`src/rtl/multicycle_ctrl.sv`:
```
`default_nettype none
// +----------------------------------------------------------------------------+
// | Module      : multicycle_ctrl                                              |
// | Description : Main control FSM of the multicycle MIPS core with a          |
// |               memory-wait watchdog.                                        |
// | Revision    : 1.0 - initial release                                        |
// +----------------------------------------------------------------------------+
module multicycle_ctrl #(
   parameter int MEM_TIMEOUT = 255
) (
   input  logic       clk,
   input  logic       reset,
   input  logic [5:0] op,
   input  logic       zero,
   input  logic       mem_ready,
   output logic       iord,
   output logic       irwrite,
   output logic       memwrite,
   output logic       regwrite,
   output logic       regdst,
   output logic       memtoreg,
   output logic       alusrca,
   output logic [1:0] alusrcb,
   output logic [1:0] aluop,
   output logic [1:0] pcsrc,
   output logic       pcen,
   output logic [3:0] state,
   output logic       instr_done,
   output logic       illegal_op,
   output logic       mem_timeout
);

   localparam logic [3:0] c_fetch  = 4'd0;
   localparam logic [3:0] c_decode = 4'd1;
   localparam logic [3:0] c_memadr = 4'd2;
   localparam logic [3:0] c_memrd  = 4'd3;
   localparam logic [3:0] c_memwb  = 4'd4;
   localparam logic [3:0] c_memwr  = 4'd5;
   localparam logic [3:0] c_rtex   = 4'd6;
   localparam logic [3:0] c_rtwb   = 4'd7;
   localparam logic [3:0] c_beqex  = 4'd8;
   localparam logic [3:0] c_addiex = 4'd9;
   localparam logic [3:0] c_addiwb = 4'd10;
   localparam logic [3:0] c_jex    = 4'd11;

   localparam logic [5:0] c_op_lw   = 6'b100011;
   localparam logic [5:0] c_op_sw   = 6'b101011;
   localparam logic [5:0] c_op_rtyp = 6'b000000;
   localparam logic [5:0] c_op_beq  = 6'b000100;
   localparam logic [5:0] c_op_addi = 6'b001000;
   localparam logic [5:0] c_op_j    = 6'b000010;

   localparam int c_cnt_w = (MEM_TIMEOUT < 1) ? 1 : $clog2(MEM_TIMEOUT + 1);
   localparam logic [c_cnt_w-1:0] c_cnt_max = c_cnt_w'(MEM_TIMEOUT);

   logic [3:0]         r_state;
   logic [3:0]         w_state_next;
   logic [c_cnt_w-1:0] r_cnt;
   logic [c_cnt_w-1:0] w_cnt_next;
   logic               r_timeout;
   logic               w_waiting;
   logic               w_stalled;
   logic               w_pcwrite;
   logic               w_branch;
   logic               w_op_legal;

   assign w_op_legal = (op == c_op_lw)   || (op == c_op_sw)  || (op == c_op_rtyp) ||
                       (op == c_op_beq)  || (op == c_op_addi) || (op == c_op_j);

   // Next-state logic
   always_comb begin
      w_state_next = c_fetch;
      case (r_state)
         c_fetch:  w_state_next = mem_ready ? c_decode : c_fetch;
         c_decode: begin
            case (op)
               c_op_lw, c_op_sw: w_state_next = c_memadr;
               c_op_rtyp:        w_state_next = c_rtex;
               c_op_beq:         w_state_next = c_beqex;
               c_op_addi:        w_state_next = c_addiex;
               c_op_j:           w_state_next = c_jex;
               default:          w_state_next = c_fetch;
            endcase
         end
         c_memadr: w_state_next = (op == c_op_lw) ? c_memrd : c_memwr;
         c_memrd:  w_state_next = mem_ready ? c_memwb : c_memrd;
         c_memwb:  w_state_next = c_fetch;
         c_memwr:  w_state_next = mem_ready ? c_fetch : c_memwr;
         c_rtex:   w_state_next = c_rtwb;
         c_rtwb:   w_state_next = c_fetch;
         c_beqex:  w_state_next = c_fetch;
         c_addiex: w_state_next = c_addiwb;
         c_addiwb: w_state_next = c_fetch;
         c_jex:    w_state_next = c_fetch;
         default:  w_state_next = c_fetch;
      endcase
   end

   always_ff @(posedge clk or posedge reset) begin
      if (reset) begin
         r_state <= c_fetch;
      end else begin
         r_state <= w_state_next;
      end
   end

   // Watchdog: a waiting state only exits on mem_ready, so clearing on
   // mem_ready also covers clearing on every state change.
   assign w_waiting = (r_state == c_fetch) || (r_state == c_memrd) || (r_state == c_memwr);
   assign w_stalled = w_waiting && !mem_ready;

   always_comb begin
      w_cnt_next = '0;
      if (w_stalled) begin
         w_cnt_next = (r_cnt == c_cnt_max) ? r_cnt : r_cnt + 1'b1;
      end
   end

   always_ff @(posedge clk or posedge reset) begin
      if (reset) begin
         r_cnt     <= '0;
         r_timeout <= 1'b0;
      end else begin
         r_cnt <= w_cnt_next;
         if (w_stalled && (w_cnt_next == c_cnt_max)) begin
            r_timeout <= 1'b1;
         end
      end
   end

   // Output decode
   always_comb begin
      iord       = 1'b0;
      irwrite    = 1'b0;
      memwrite   = 1'b0;
      regwrite   = 1'b0;
      regdst     = 1'b0;
      memtoreg   = 1'b0;
      alusrca    = 1'b0;
      alusrcb    = 2'b00;
      aluop      = 2'b00;
      pcsrc      = 2'b00;
      w_pcwrite  = 1'b0;
      w_branch   = 1'b0;
      instr_done = 1'b0;
      illegal_op = 1'b0;
      case (r_state)
         c_fetch: begin
            alusrcb   = 2'b01;
            irwrite   = mem_ready;
            w_pcwrite = mem_ready;
         end
         c_decode: begin
            alusrcb    = 2'b11;
            illegal_op = !w_op_legal;
         end
         c_memadr: begin
            alusrca = 1'b1;
            alusrcb = 2'b10;
         end
         c_memrd: begin
            iord = 1'b1;
         end
         c_memwb: begin
            memtoreg   = 1'b1;
            regwrite   = 1'b1;
            instr_done = 1'b1;
         end
         c_memwr: begin
            iord       = 1'b1;
            memwrite   = 1'b1;
            instr_done = mem_ready;
         end
         c_rtex: begin
            alusrca = 1'b1;
            aluop   = 2'b10;
         end
         c_rtwb: begin
            regdst     = 1'b1;
            regwrite   = 1'b1;
            instr_done = 1'b1;
         end
         c_beqex: begin
            alusrca    = 1'b1;
            aluop      = 2'b01;
            pcsrc      = 2'b01;
            w_branch   = 1'b1;
            instr_done = 1'b1;
         end
         c_addiex: begin
            alusrca = 1'b1;
            alusrcb = 2'b10;
         end
         c_addiwb: begin
            regwrite   = 1'b1;
            instr_done = 1'b1;
         end
         c_jex: begin
            pcsrc      = 2'b10;
            w_pcwrite  = 1'b1;
            instr_done = 1'b1;
         end
         default: begin
            alusrcb = 2'b00;
         end
      endcase
   end

   assign pcen        = w_pcwrite | (w_branch & zero);
   assign state       = r_state;
   assign mem_timeout = r_timeout;

endmodule
`default_nettype wire

```
`config.mk`:
```
export PLATFORM = sky130hd
export DESIGN_NAME = multicycle_ctrl
export DESIGN_NICKNAME = d
export VERILOG_FILES = /design/src/rtl/multicycle_ctrl.sv
export SDC_FILE = /design/constraint.sdc
export NUM_CORES = 1
export LEC_CHECK = 0
export ABC_AREA = 1
export BUFFER_PORTS_ARGS = -buffer_cell sky130_fd_sc_hd__buf_2
export CORE_ASPECT_RATIO = 1.1
export CORE_UTILIZATION = 51
export CTS_CLUSTER_SIZE = 10
export DETAILED_ROUTE_END_ITERATION = 10
export GPL_TIMING_DRIVEN = 0
export PLACE_DENSITY = 0.84
export SYNTH_ARGS = -nofsm -noshare
export SYNTH_HDL_FRONTEND = slang
export SYNTH_SLANG_ARGS = --single-unit
```
`constraint.sdc`:
```
create_clock -name clk -period 1.9 [get_ports clk]
set_clock_uncertainty 0.1 [all_clocks]
set_input_delay 0.095 -clock clk [delete_from_list [all_inputs] [get_ports clk]]
set_output_delay 0.095 -clock clk [all_outputs]
set_load 0.05 [all_outputs]
```
==> reports/qor.txt <==
Clk slew on worst S/H paths - 0.07 ns
Share of cells above drive strength 1 - 37.2%
Fin area - 1360 um^2
Slew margin rel. - 67.6%
CTS sink count - 13
Status - finished clean
Hold Path Class - in -> reg
DRT antenna net count - 0
Synth area leader - dfrtp_1
Most frequent cells in the layout - 35 x nand2_1, 29 x buf_2, 20 x inv_1
Hold Startpoint - op[0]
Post-Synthesis Cells - 160
Core Region - 1860 um^2
Synthesis-stage register bit count - 13
Max layer used - met4
WHS Endpoint - state[2]
Max-Cap Viols - 0
Kind of critical path - reg -> out
Distinct cells, synth - 31
Area contributors post-synth - dfrtp_1 31%, nand2_1 13%, nor2_1 8.9%
FF-to-FF Start - r_cnt[0]
Slew Viols, Final - 0
DPL Wire Length - 2.06 mm
P per Cell Area - 791 nW/um^2
Routed Wire Length - 2.64 mm
Crit Reg-Reg Endpoint - mem_timeout
# diodes - 0
Avg Vias per Cell - 5.31
LEAKAGE - 0.703 nW
Worst setup SP type - flip-flop
Worst path slowest cell - dfrtp_2
Fmax - 0.551 GHz
First-pass GRT wire length - 4.37 mm
WP data arrival - 1.62 ns
GRT Total Usage - 25.9%
I/O pin count - 31
RD Place Congestion - 0.870
Antenna violations before repair - 0
H-tree levels - 1
DRT iter0 DRCs - 46
Final Critical Period - 1.82 ns
Die H - 49.7 um
Worst Path Buf+Inv - 3
Leading cell type in the layout, fill and taps excluded - nand2_1
Dpl cell area - 1290 um^2
Design Power - 0.00107 W
CP most frequent cell - inv_1
Clk buf depth - 2
Area grow syn2layout - 28.6%
Die W - 45.4 um
Root Buffer - clkbuf_4
Clk Latency, worst-skew pair - 0.27 ns
Yosys top cell area share - 30.8%
Pin count of the biggest net entering global routing - 14
Met2 WL post-DR - 1.46 mm
R2R cell count - 11
DRT Pass-1 Iters - 5
Final count of negative-setup-slack endpoints - 0
Metal-1 WL - 1.04 mm
Synth warn - 0
CTS tree - built
Vias in the first global route - 1079
Number of port buffers - 30
Standard-cell row count - 16
Final nets - 208
Final worst path period share - 95.6%
Crit Path Max Fanout - 5
Setup bufs post-CTS - 0
Crit path capture type - output pin
Netlist Area Pre-Place - 1050 um^2
Hold Crit Depth - 4
Initial Util - 56.7%
CP Cell Sequence - inv_1, nor2_1, inv_1, nor2_4, a211o_1, buf_2
Syn_nets - 171
Routed len/inst - 11.8 um
Peak supply drop - 0.605 mV
Top Family by Delay on Critical Path - buffers and inverters
Post-synthesis sequential area ratio - 30.8%
Synthesized area per cell - 6.59 um^2
Num CTS Buffers - 3
Drc violations - 0
Met3 Wirelength - 119 um
Vias - 1185
Hold Vio Cnt, Final - 0
Max incr delay on CP - 0.46 ns
Total grt overflow - 0
RSZ-0062 raised after global routing - no
Flop-to-flop setup slack - 0.32 ns
Least-Margin Pin Slew - 0.486 ns
CP Data Required Time - 1.70 ns
Die area - 2250 um^2
metrics by stage:
step / setup TNS [ns] / std cells / setup slack, ns / utilization (%) / hold slack, ns
floorplan: -0.154 / 160 / -0.154 / - / -0.128
global placement: 0 / 217 / 0.276 / 69.4 / 0.0263
detailed placement: 0 / 217 / 0.251 / 69.4 / 0.0355
CTS: 0 / 223 / 0.0336 / 72.0 / 0.0992
global route: 0 / 223 / 0.0125 / 72.8 / 0.145
finish: 0 / 223 / 0.0836 / 72.8 / 0.105
flip-flops by register name, indices dropped and copies added, names as in the netlist:
register     cells
mem_timeout      1
state            4
r_cnt            8
timing repair:
action / 4_1_cts / 5_1_grt
hold buffers: 2 / 0
gates resized for setup: 1 / 4
hold endpoints to repair: 14 / 0
setup endpoints to repair: 1 / 3
power by group:
| group | internal, W | switching, W | leakage (nW) |
|---|---|---|---|
| registers | 0.000300 | 0.0000339 | 0.168 |
| logic | 0.000146 | 0.000428 | 0.519 |
| clock network | 0.0000811 | 0.0000833 | 0.0150 |
| total | 0.000528 | 0.000545 | 0.703 |
kinds of logic after synthesis:
logic type / share of synthesized area, %
AND/OR/NAND/NOR: 44.0
buffers and inverters: 11.4
AO/OA/AOI/OAI: 11.7
flip-flops: 30.8
XOR/XNOR: 0.831
adder cells (fa/ha/maj): 1.19
final cells by class:
class	count	area [um^2]
multi-input cells	119	674
fillers	149	505
flip-flops and latches	13	329
repair buffers	32	173
inverters	26	101
well taps	27	33.8
clock buffers	4	26.3
plain buffers	2	18.8
layer usage:
metal	up-vias	global-route usage [%]
met5	-	0
li1	587	-
met3	4	0.366
met2	49	49.0
met4	0	9.60
met1	545	29.4
worst register-to-register path: stages, from the launching register on:
cell,delay [ns]
dfrtp_1,0.39
ha_1,0.19
nand2_2,0.10
nor2_4,0.13
nand2_2,0.11
nand2_1,0.09
nand2_2,0.07
nor2_4,0.12
nand2_2,0.06
nor2_2,0.07
nand2_1,0.05
nand2_1,0.05
synth_stat cells, drive strengths merged:
library cell / count
a211o: 1
a21oi: 7
a31oi: 1
buf: 2
clkinv: 1
dfrtp: 13
ha: 1
inv: 25
nand2: 44
nand3: 16
nand3b: 1
nand4: 2
nor2: 32
nor3: 1
o2111ai: 1
o211ai: 3
o21ai: 4
o21bai: 1
o221ai: 1
o22ai: 1
or2: 1
xor2: 1
worst max-delay path by stage:
stage,end,slack [ns],depth (start not counted),startpoint
detailed placement,illegal_op,0.25,6,state[2]
global placement,illegal_op,0.28,6,state[2]
floorplan,pcen,-0.15,3,state[0]
global route,alusrcb[1],0.01,7,state[1]
finish,pcen,0.08,6,state[3]
CTS,illegal_op,0.03,6,state[2]
Power figures use the tool's default switching activity.
